[src/rtl/dice_pkg.sv]
// Shared definitions for the electronic die.
//   - FSM state encodings (IDLE, ROLL, SLOW, HOLD)
//   - Value register width
//   - The six LED pip patterns, bit map:
//       [0] top-left  [1] top-right  [2] mid-left  [3] centre
//       [4] mid-right [5] bottom-left [6] bottom-right
//   - next_value(): 1..6 wrap-around successor
package dice_pkg;

    localparam int VALUE_W = 3;

    typedef logic [1:0] state_t;

    localparam state_t ST_IDLE = 2'd0;
    localparam state_t ST_ROLL = 2'd1;
    localparam state_t ST_SLOW = 2'd2;
    localparam state_t ST_HOLD = 2'd3;

    localparam logic [6:0] FACE_1 = 7'b0001000;
    localparam logic [6:0] FACE_2 = 7'b1000001;
    localparam logic [6:0] FACE_3 = 7'b1001001;
    localparam logic [6:0] FACE_4 = 7'b1100011;
    localparam logic [6:0] FACE_5 = 7'b1101011;
    localparam logic [6:0] FACE_6 = 7'b1110111;

    // 6 (or any illegal code) wraps to 1, so 0 and 7 can never be produced.
    function automatic logic [VALUE_W-1:0] next_value(input logic [VALUE_W-1:0] v);
        if (v >= 3'd6 || v == 3'd0) begin
            return 3'd1;
        end
        return v + 3'd1;
    endfunction

endpackage

[src/rtl/dice_if.sv]
// Die control/display interface.
//   start : roll request, level-sensitive (master -> slave)
//   led   : 7-bit pip pattern (slave -> master)
interface dice_if;

    logic       start;
    logic [6:0] led;

    modport master (output start, input led);
    modport slave  (input start, output led);

endinterface

[src/rtl/dice_face_decoder.sv]
// Combinational value-to-pip decoder.
//   value   : 3-bit die value, 1..6 legal
//   pattern : 7-bit pip pattern, blank for 0 and 7
module dice_face_decoder
    import dice_pkg::*;
(
    input  logic [VALUE_W-1:0] value,
    output logic [6:0]         pattern
);

    always_comb begin
        pattern = 7'b0000000;
        case (value)
            3'd1:    pattern = FACE_1;
            3'd2:    pattern = FACE_2;
            3'd3:    pattern = FACE_3;
            3'd4:    pattern = FACE_4;
            3'd5:    pattern = FACE_5;
            3'd6:    pattern = FACE_6;
            default: pattern = 7'b0000000;
        endcase
    end

endmodule

[src/rtl/dice.sv]
// Electronic die with a slow-down phase after the roll button is released.
//   clk      : sole clock, rising edge
//   rst      : asynchronous active-high reset
//   bus      : dice_if slave modport (start in, led out)
// Parameters:
//   SLOW_STEPS : advances in the slow-down phase (0..15)
//   SLOW_BASE  : wait unit in cycles; step k waits SLOW_BASE*k cycles (1..15)
module dice
    import dice_pkg::*;
#(
    parameter int unsigned SLOW_STEPS = 4,
    parameter int unsigned SLOW_BASE  = 2
) (
    input  logic   clk,
    input  logic   rst,
    dice_if.slave  bus
);

    localparam logic [3:0] STEPS = 4'(SLOW_STEPS);
    localparam logic [7:0] BASE  = 8'(SLOW_BASE);

    state_t             state_q, state_d;
    logic [VALUE_W-1:0] value_q, value_d;
    logic [3:0]         k_q, k_d;
    logic [7:0]         wait_q, wait_d;

    logic [7:0] target;
    logic       step_done;
    logic [6:0] face;

    // Max product 15*15 = 225 fits in 8 bits, so the counter never wraps.
    assign target    = BASE * {4'd0, k_q};
    assign step_done = (wait_q + 8'd1) == target;

    always_comb begin
        state_d = state_q;
        value_d = value_q;
        k_d     = k_q;
        wait_d  = wait_q;
        case (state_q)
            ST_IDLE: begin
                if (bus.start) begin
                    state_d = ST_ROLL;
                end
            end
            ST_ROLL: begin
                if (bus.start) begin
                    value_d = next_value(value_q);
                end else if (SLOW_STEPS == 0) begin
                    state_d = ST_HOLD;
                end else begin
                    state_d = ST_SLOW;
                    k_d     = 4'd1;
                    wait_d  = 8'd0;
                end
            end
            ST_SLOW: begin
                // A new roll request wins over the pending slow-down advance.
                if (bus.start) begin
                    state_d = ST_ROLL;
                    value_d = next_value(value_q);
                    k_d     = 4'd0;
                    wait_d  = 8'd0;
                end else if (step_done) begin
                    value_d = next_value(value_q);
                    wait_d  = 8'd0;
                    if (k_q >= STEPS) begin
                        state_d = ST_HOLD;
                        k_d     = 4'd0;
                    end else begin
                        k_d = k_q + 4'd1;
                    end
                end else begin
                    wait_d = wait_q + 8'd1;
                end
            end
            ST_HOLD: begin
                if (bus.start) begin
                    state_d = ST_ROLL;
                    value_d = next_value(value_q);
                end
            end
            default: begin
                state_d = ST_IDLE;
                value_d = 3'd1;
                k_d     = 4'd0;
                wait_d  = 8'd0;
            end
        endcase
    end

    always_ff @(posedge clk or posedge rst) begin
        if (rst) begin
            state_q <= ST_IDLE;
            value_q <= 3'd1;
            k_q     <= 4'd0;
            wait_q  <= 8'd0;
        end else begin
            state_q <= state_d;
            value_q <= value_d;
            k_q     <= k_d;
            wait_q  <= wait_d;
        end
    end

    dice_face_decoder u_face (
        .value   (value_q),
        .pattern (face)
    );

    // Display is blank while idle, otherwise shows the current value.
    assign bus.led = (state_q == ST_IDLE) ? 7'b0000000 : face;

endmodule

[src/flat_wrapper.sv]
// flat-port wrapper written by rule: the top's interface ports become plain ports
module dice_flat import dice_pkg::*;
#(
    parameter int unsigned SLOW_STEPS = 4,
    parameter int unsigned SLOW_BASE  = 2
)
  (clk, rst, bus_start, bus_led);
  dice_if bus_i ();
  input  logic clk;
  input  logic rst;
  input wire logic [$bits(bus_i.start)-1:0] bus_start;
  output wire logic [$bits(bus_i.led)-1:0] bus_led;
  assign bus_i.start = bus_start;
  assign bus_led = bus_i.led;
  dice #(.SLOW_STEPS(SLOW_STEPS), .SLOW_BASE(SLOW_BASE)) u_core (.clk(clk), .rst(rst), .bus(bus_i));
endmodule
[config.mk]
export PLATFORM = sky130hd
export DESIGN_NAME = dice_flat
export DESIGN_NICKNAME = d
export VERILOG_FILES = /design/src/rtl/dice_pkg.sv /design/src/rtl/dice_if.sv /design/src/rtl/dice_face_decoder.sv /design/src/rtl/dice.sv /design/src/flat_wrapper.sv
export SDC_FILE = /design/constraint.sdc
export NUM_CORES = 1
export LEC_CHECK = 0
export ABC_CLOCK_PERIOD_IN_PS = 2720
export CAP_MARGIN = 20
export CORE_MARGIN = 3
export CORE_UTILIZATION = 60
export CTS_BUF_LIST = sky130_fd_sc_hd__clkbuf_8
export CTS_CLUSTER_DIAMETER = 120
export DETAILED_ROUTE_END_ITERATION = 8
export PLACE_DENSITY = 0.89
export SLEW_MARGIN = 30
export SYNTH_ARGS = -nofsm -noshare
export SYNTH_HDL_FRONTEND = slang
export SYNTH_HIERARCHICAL = 1
export SYNTH_SLANG_ARGS = --single-unit
[constraint.sdc]
create_clock -name clk -period 2.72 [get_ports clk]
set_clock_uncertainty 0.1 [all_clocks]
set_input_delay 0.272 -clock clk [delete_from_list [all_inputs] [get_ports clk]]
set_output_delay 0.272 -clock clk [all_outputs]
set_load 0.005 [all_outputs]
After elaboration in Yosys (flattened, before gate mapping)

Index checks and enable logic that the tools add are counted.

$add $sub $neg: 3
Equal/unequal tests: 16
Order comparisons: 2
Mux-type cells: 35
Reductions and logical operators: 10

Operators with widths:

| operator            | count |
|---|---|
| $pmux 7 s6          | 1 |
| $mux 3              | 9 |
| $mux 8              | 3 |
| $mux 4              | 4 |
| $pmux 8 s2          | 1 |
| $mux 2              | 5 |
| $eq 3x3->1 const B  | 3 |
| $pmux 3 s3          | 1 |
| $add 8x1->8 const B | 1 |
| $eq 8x5->1          | 1 |
| $mux 1              | 8 |
| $pmux 4 s2          | 1 |
| $reduce_and 4->1    | 2 |
| $mux 7              | 1 |
| $eq 3x2->1 const B  | 2 |
| $ne 2x2->1 const B  | 3 |
| $ne 3x2->1 const B  | 2 |
| $pmux 2 s3          | 1 |
| $add 4x1->4 const B | 1 |
| $eq 2x2->1 const B  | 2 |
| $ge 4x3->1 const B  | 1 |
| $add 3x1->3 const B | 1 |
| $eq 3x1->1 const B  | 1 |
| $ge 3x3->1 const B  | 1 |
| other kinds (10)    | 10 |

Register bits after elaboration: 17
Input bits: 3
Output and inout bits: 7
Word-level logic and storage cells: 70

Logic depth before layout (Yosys ltp)

Depth in word-level cells: 10
Gate-level depth with buffers: 9
Mapped depth without buffers: 7

Hierarchy

The synthesis kept the hierarchy.

Modules (own cells, without submodules):

| module            | area each (um2) | sequential area each (um2) | times used | cells an instance |
|---|---|---|---|---|
| dice              | 1214.9          | 426.7                      | 1          | 132 |
| dice_face_decoder | 56.3            | 0.0                        | 1          | 9 |

Worst setup path before layout

Ideal clock, no wire load.

Path kind: flip-flop to flip-flop
Start point: reg u_core.wait_q[0]
End point: reg u_core.value_q[2]
Slack: 412 ps
Data required time: 2500 ps
Arrival time: 2088 ps
Clock period less this slack: 2308 ps
Stages on the path, launching flop included: 9
Setup time: 120 ps
Buffers on the path: 1
Cell sequence: dfrtp_1 ha_1 inv_1 or4_4 nand3_2 a41oi_2 buf_6 o31a_1 a31o_1

Longest elaborated chain between the ends: 4

RTL lines:

| what                       | line        | text |
|---|---|---|
| start, declared            | dice.sv:25  | `logic [7:0] wait_q, wait_d;` |
| start signal, assigned     | dice.sv:102 | `wait_q <= wait_d;` |
| $add 8x1->8                | dice.sv:33  | `assign step_done = (wait_q + 8'd1) == target;` |
| $eq 8x5->1                 | dice.sv:33  |  |
| $ne 3x2->1 (no line)       | n/a         |  |
| $reduce_and 4->1 (no line) | n/a         |  |
| end signal, assigned       | dice.sv:100 | `value_q <= value_d;` |
| end, declared              | dice.sv:23  | `logic [VALUE_W-1:0] value_q, value_d;` |

Every way passes these cells.
A chain may end at the register's enable or synchronous reset.

Final worst setup path

Start point: reg u_core.wait_q[1]
End point: reg u_core.value_q[0]

The elaborated chain is that of the path after synthesis.

==> impl_metrics.json <==
{
  "leakage_nw": 0.636,
  "path_max_fanout": 6,
  "grt_pass1_vias": 1055,
  "cts_inserted_buffers": 3,
  "crit_path_cell_trace": "ha_1, nand3_1, xnor2_1, nor3_1, a41oi_2, nor2_1, mux2_2",
  "fin_nets": 164,
  "arrival_ns": 2.58,
  "setup_violations": 0,
  "portBuffers": 9,
  "drive_gt1_share_pct": 13.3,
  "clk_latency_ns": 0.25,
  "gp_routability_congestion": 0.841,
  "holdBufCountCts": 0,
  "viasPerCell": 6.00,
  "ys_ff_latch": 17,
  "row_count": 16,
  "dr.pass1.iters": 4,
  "timing.final.max_slew_violations": 0,
  "clk_pin_slew_ns": 0.07,
  "rr_worst_depth": 7,
  "ys_seq_area_share_pct": 33.6,
  "die_area_mm2": 0.00271,
  "antenna_left": 0,
  "ctsResizeCount": 0,
  "core_area_mm2": 0.00198,
  "grt.overflow.total": 0,
  "antenna_found_initial": 0,
  "wl_per_cell_um": 15.6,
  "fillers": 136,
  "grt_pass1_wl_mm": 4.51,
  "yosys_warnings": 6,
  "timing.rr.start": "u_core/wait_q[1]$_DFFE_PP0P_",
  "worst_pin_slew_ns": 0.657,
  "finalCriticalPeriod_ns": 2.50,
  "cts_tree": "yes",
  "synth_edf_count": 0,
  "clock.fmax_mhz": 400,
  "finalWirelength_mm": 2.77,
  "finalHoldViolCount": 0,
  "start_util_pct": 64.1,
  "root_buffer": "clkbuf_8",
  "fin_crit_sh_pct": 91.9,
  "synthToLayoutAreaGrowth_pct": 11.2,
  "fp.dieW_um": 52.0,
  "cpLargestDelayFamily": "simple AND/OR/NAND/NOR gates",
  "dpl_worst_slack_ns": 0.245,
  "multi_input_area_um2": 753,
  "slowest_delay_ns": 0.46,
  "synth.net_count": 154,
  "fin_tns_setup_ns": 0,
  "syn_avg_cell_area_um2": 9.02,
  "setup.worst_path.class": "reg2reg",
  "r2r-end": "u_core/value_q[0]$_DFFE_PP1P_",
  "finalNonFillerCells": 177,
  "htree_levels": 1,
  "drc": 0,
  "synthCells": 141,
  "vias": 1062,
  "final_core_util_pct": 71.3,
  "outcome": "completed",
  "cap_violations": 0,
  "critPathBufInv": 0,
  "r2r_slack_ns": 0.22,
  "relSlewSlack_pct": 56.2,
  "synth-async-reset-ratio_pct": 100,
  "placed_cells": 173,
  "powerDensity_mw_per_mm2": 895,
  "first_iter_violations": 30,
  "grt_max_degree": 18,
  "worst_slack_ns": 0.221,
  "rsz0062_at_grt": "false",
  "ir_worst_vdd_mv": 0.664,
  "end_kind": "flop",
  "grt_usage_pct": 22.5,
  "crit_slowest_cell": "dfrtp_1",
  "hold_path.class": "in2async",
  "dp_hpwl_mm": 1.93,
  "required_ns": 2.80,
  "clkSinkCount": 17,
  "die-height_um": 52.0,
  "syn_area_mm2": 0.00127,
  "final-seq-area_um2": 427,
  "ios": 10,
  "ys.flop_type": "dfrtp_1",
  "startpoint_type": "flop",
  "synthDistinctLibCells": 46,
  "cts_setup_buffers": 0,
  "clockBufferDepth": 2,
  "diodes": 0
}
==> registers in the layout (all words and copies together) (netlist names) <==
signal	cells
u_core/wait_q	8
u_core/k_q	4
u_core/value_q	3
u_core/state_q	2
==> synthesized netlist by cell type (2+ instances only) <==
| library cell | number | area [µm²] |
|---|---|---|
| a21oi_1 | 6 | 30.0 |
| mux2i_1 | 3 | 30.0 |
| xnor2_1 | 4 | 35.0 |
| nand2_1 | 11 | 41.3 |
| o41ai_1 | 2 | 17.5 |
| o21ai_0 | 9 | 45.0 |
| inv_1 | 11 | 41.3 |
| buf_4 | 4 | 30.0 |
| o31ai_1 | 2 | 15.0 |
| nand4_2 | 2 | 25.0 |
| a22o_2 | 2 | 20.0 |
| nor2_1 | 10 | 37.5 |
| nand4_1 | 2 | 12.5 |
| nor2b_1 | 7 | 43.8 |
| dfrtp_1 | 16 | 400 |
| xor2_1 | 2 | 17.5 |
| ha_1 | 10 | 125 |
| nand3_1 | 8 | 40.0 |
| o21a_1 | 2 | 15.0 |
| nor3_1 | 2 | 10.0 |
==> worst register-to-register path, delay by kind of cell, from the launching register on <==
| family | cells | cell delay, ns |
|---|---|---|
| compound gates | 1 | 0.23 |
| xor+xnor | 1 | 0.17 |
| fa+ha+maj | 1 | 0.28 |
| flops | 1 | 0.46 |
| mux | 1 | 0.38 |
| simple gates | 3 | 0.81 |
==> stage by stage <==
stage	area (µm²)	total power [mW]	hold WS, ns
2_1_floorplan	1270	0.862	0.0973
3_3_place_gp	1370	1.01	0.388
3_5_place_dp	1370	1.06	0.417
4_1_cts	1410	1.26	0.334
5_1_grt	1410	1.36	0.359
6_report	1410	1.27	0.308
==> how the worst max path moves through the flow <==
stage | depth (start not counted) | slack, ns | from | to
floorplan | 8 | 0.41 | u_core/wait_q[0]$_DFFE_PP0P_ | u_core/value_q[2]$_DFFE_PP0P_
global placement | 7 | 0.38 | u_core/wait_q[1]$_DFFE_PP0P_ | u_core/value_q[0]$_DFFE_PP1P_
detailed placement | 7 | 0.25 | u_core/wait_q[0]$_DFFE_PP0P_ | u_core/value_q[0]$_DFFE_PP1P_
CTS | 7 | 0.23 | u_core/wait_q[0]$_DFFE_PP0P_ | u_core/value_q[0]$_DFFE_PP1P_
global route | 7 | 0.04 | u_core/wait_q[0]$_DFFE_PP0P_ | u_core/value_q[0]$_DFFE_PP1P_
finish | 7 | 0.22 | u_core/wait_q[1]$_DFFE_PP0P_ | u_core/value_q[0]$_DFFE_PP1P_
==> metal layers <==
layer	wire length (µm)	track usage (%)
met3	121	4.58
met5	0	0
met4	29	10.0
met1	1190	24.2
met2	1430	41.4
==> kinds of logic (layout without fill, tap and decap cells) <==
family | after synthesis | after routing | synth area share, %
buffers and inverters | 18 | 27 | 7.18
DFF | 17 | 17 | 33.6
adders and majority gates | 10 | 10 | 9.84
and+or+nand+nor | 52 | 52 | 22.8
muxes | 4 | 4 | 3.25
AOI/OAI and AO/OA | 34 | 34 | 19.2
xor gates and xnor gates | 6 | 6 | 4.13
==> layout make-up <==
class / instances / share of cell area, %
Clock inverter: 1 / 0.354
Sequential cell: 17 / 30.2
Multi-Input combinational cell: 106 / 53.3
Clock buffer: 3 / 2.92
Tap cell: 27 / 2.39
Inverter: 11 / 2.92
Timing Repair Buffer: 12 / 7.96
==> where the power goes <==
| part | total, mW | leakage (nW) | switching (mW) | internal, mW |
|---|---|---|---|---|
| logic | 0.659 | 0.390 | 0.337 | 0.321 |
| registers | 0.413 | 0.220 | 0.0952 | 0.318 |
| clock network | 0.194 | 0.0255 | 0.0921 | 0.102 |
==> cell usage in the layout (no fill, tap or decap), types with 2 or more instances in the layout <==
cell type,Yosys,layout
inv_1,11,11
o21ai_0,9,9
nand3_1,8,8
ha_1,10,10
nor3_1,2,2
o41ai_1,2,2
a21oi_1,6,6
nand4_2,2,2
xnor2_1,4,4
dfrtp_1,16,16
nor2b_1,7,7
mux2i_1,3,3
o31ai_1,2,2
xor2_1,2,2
o21a_1,2,2
nand2_1,11,11
nand4_1,2,2
clkdlybuf4s50_1,0,9
buf_4,4,3
a22o_2,2,2
nor2_1,10,10
clkbuf_8,0,3
No activity file was read; power rests on OpenSTA's default activity.
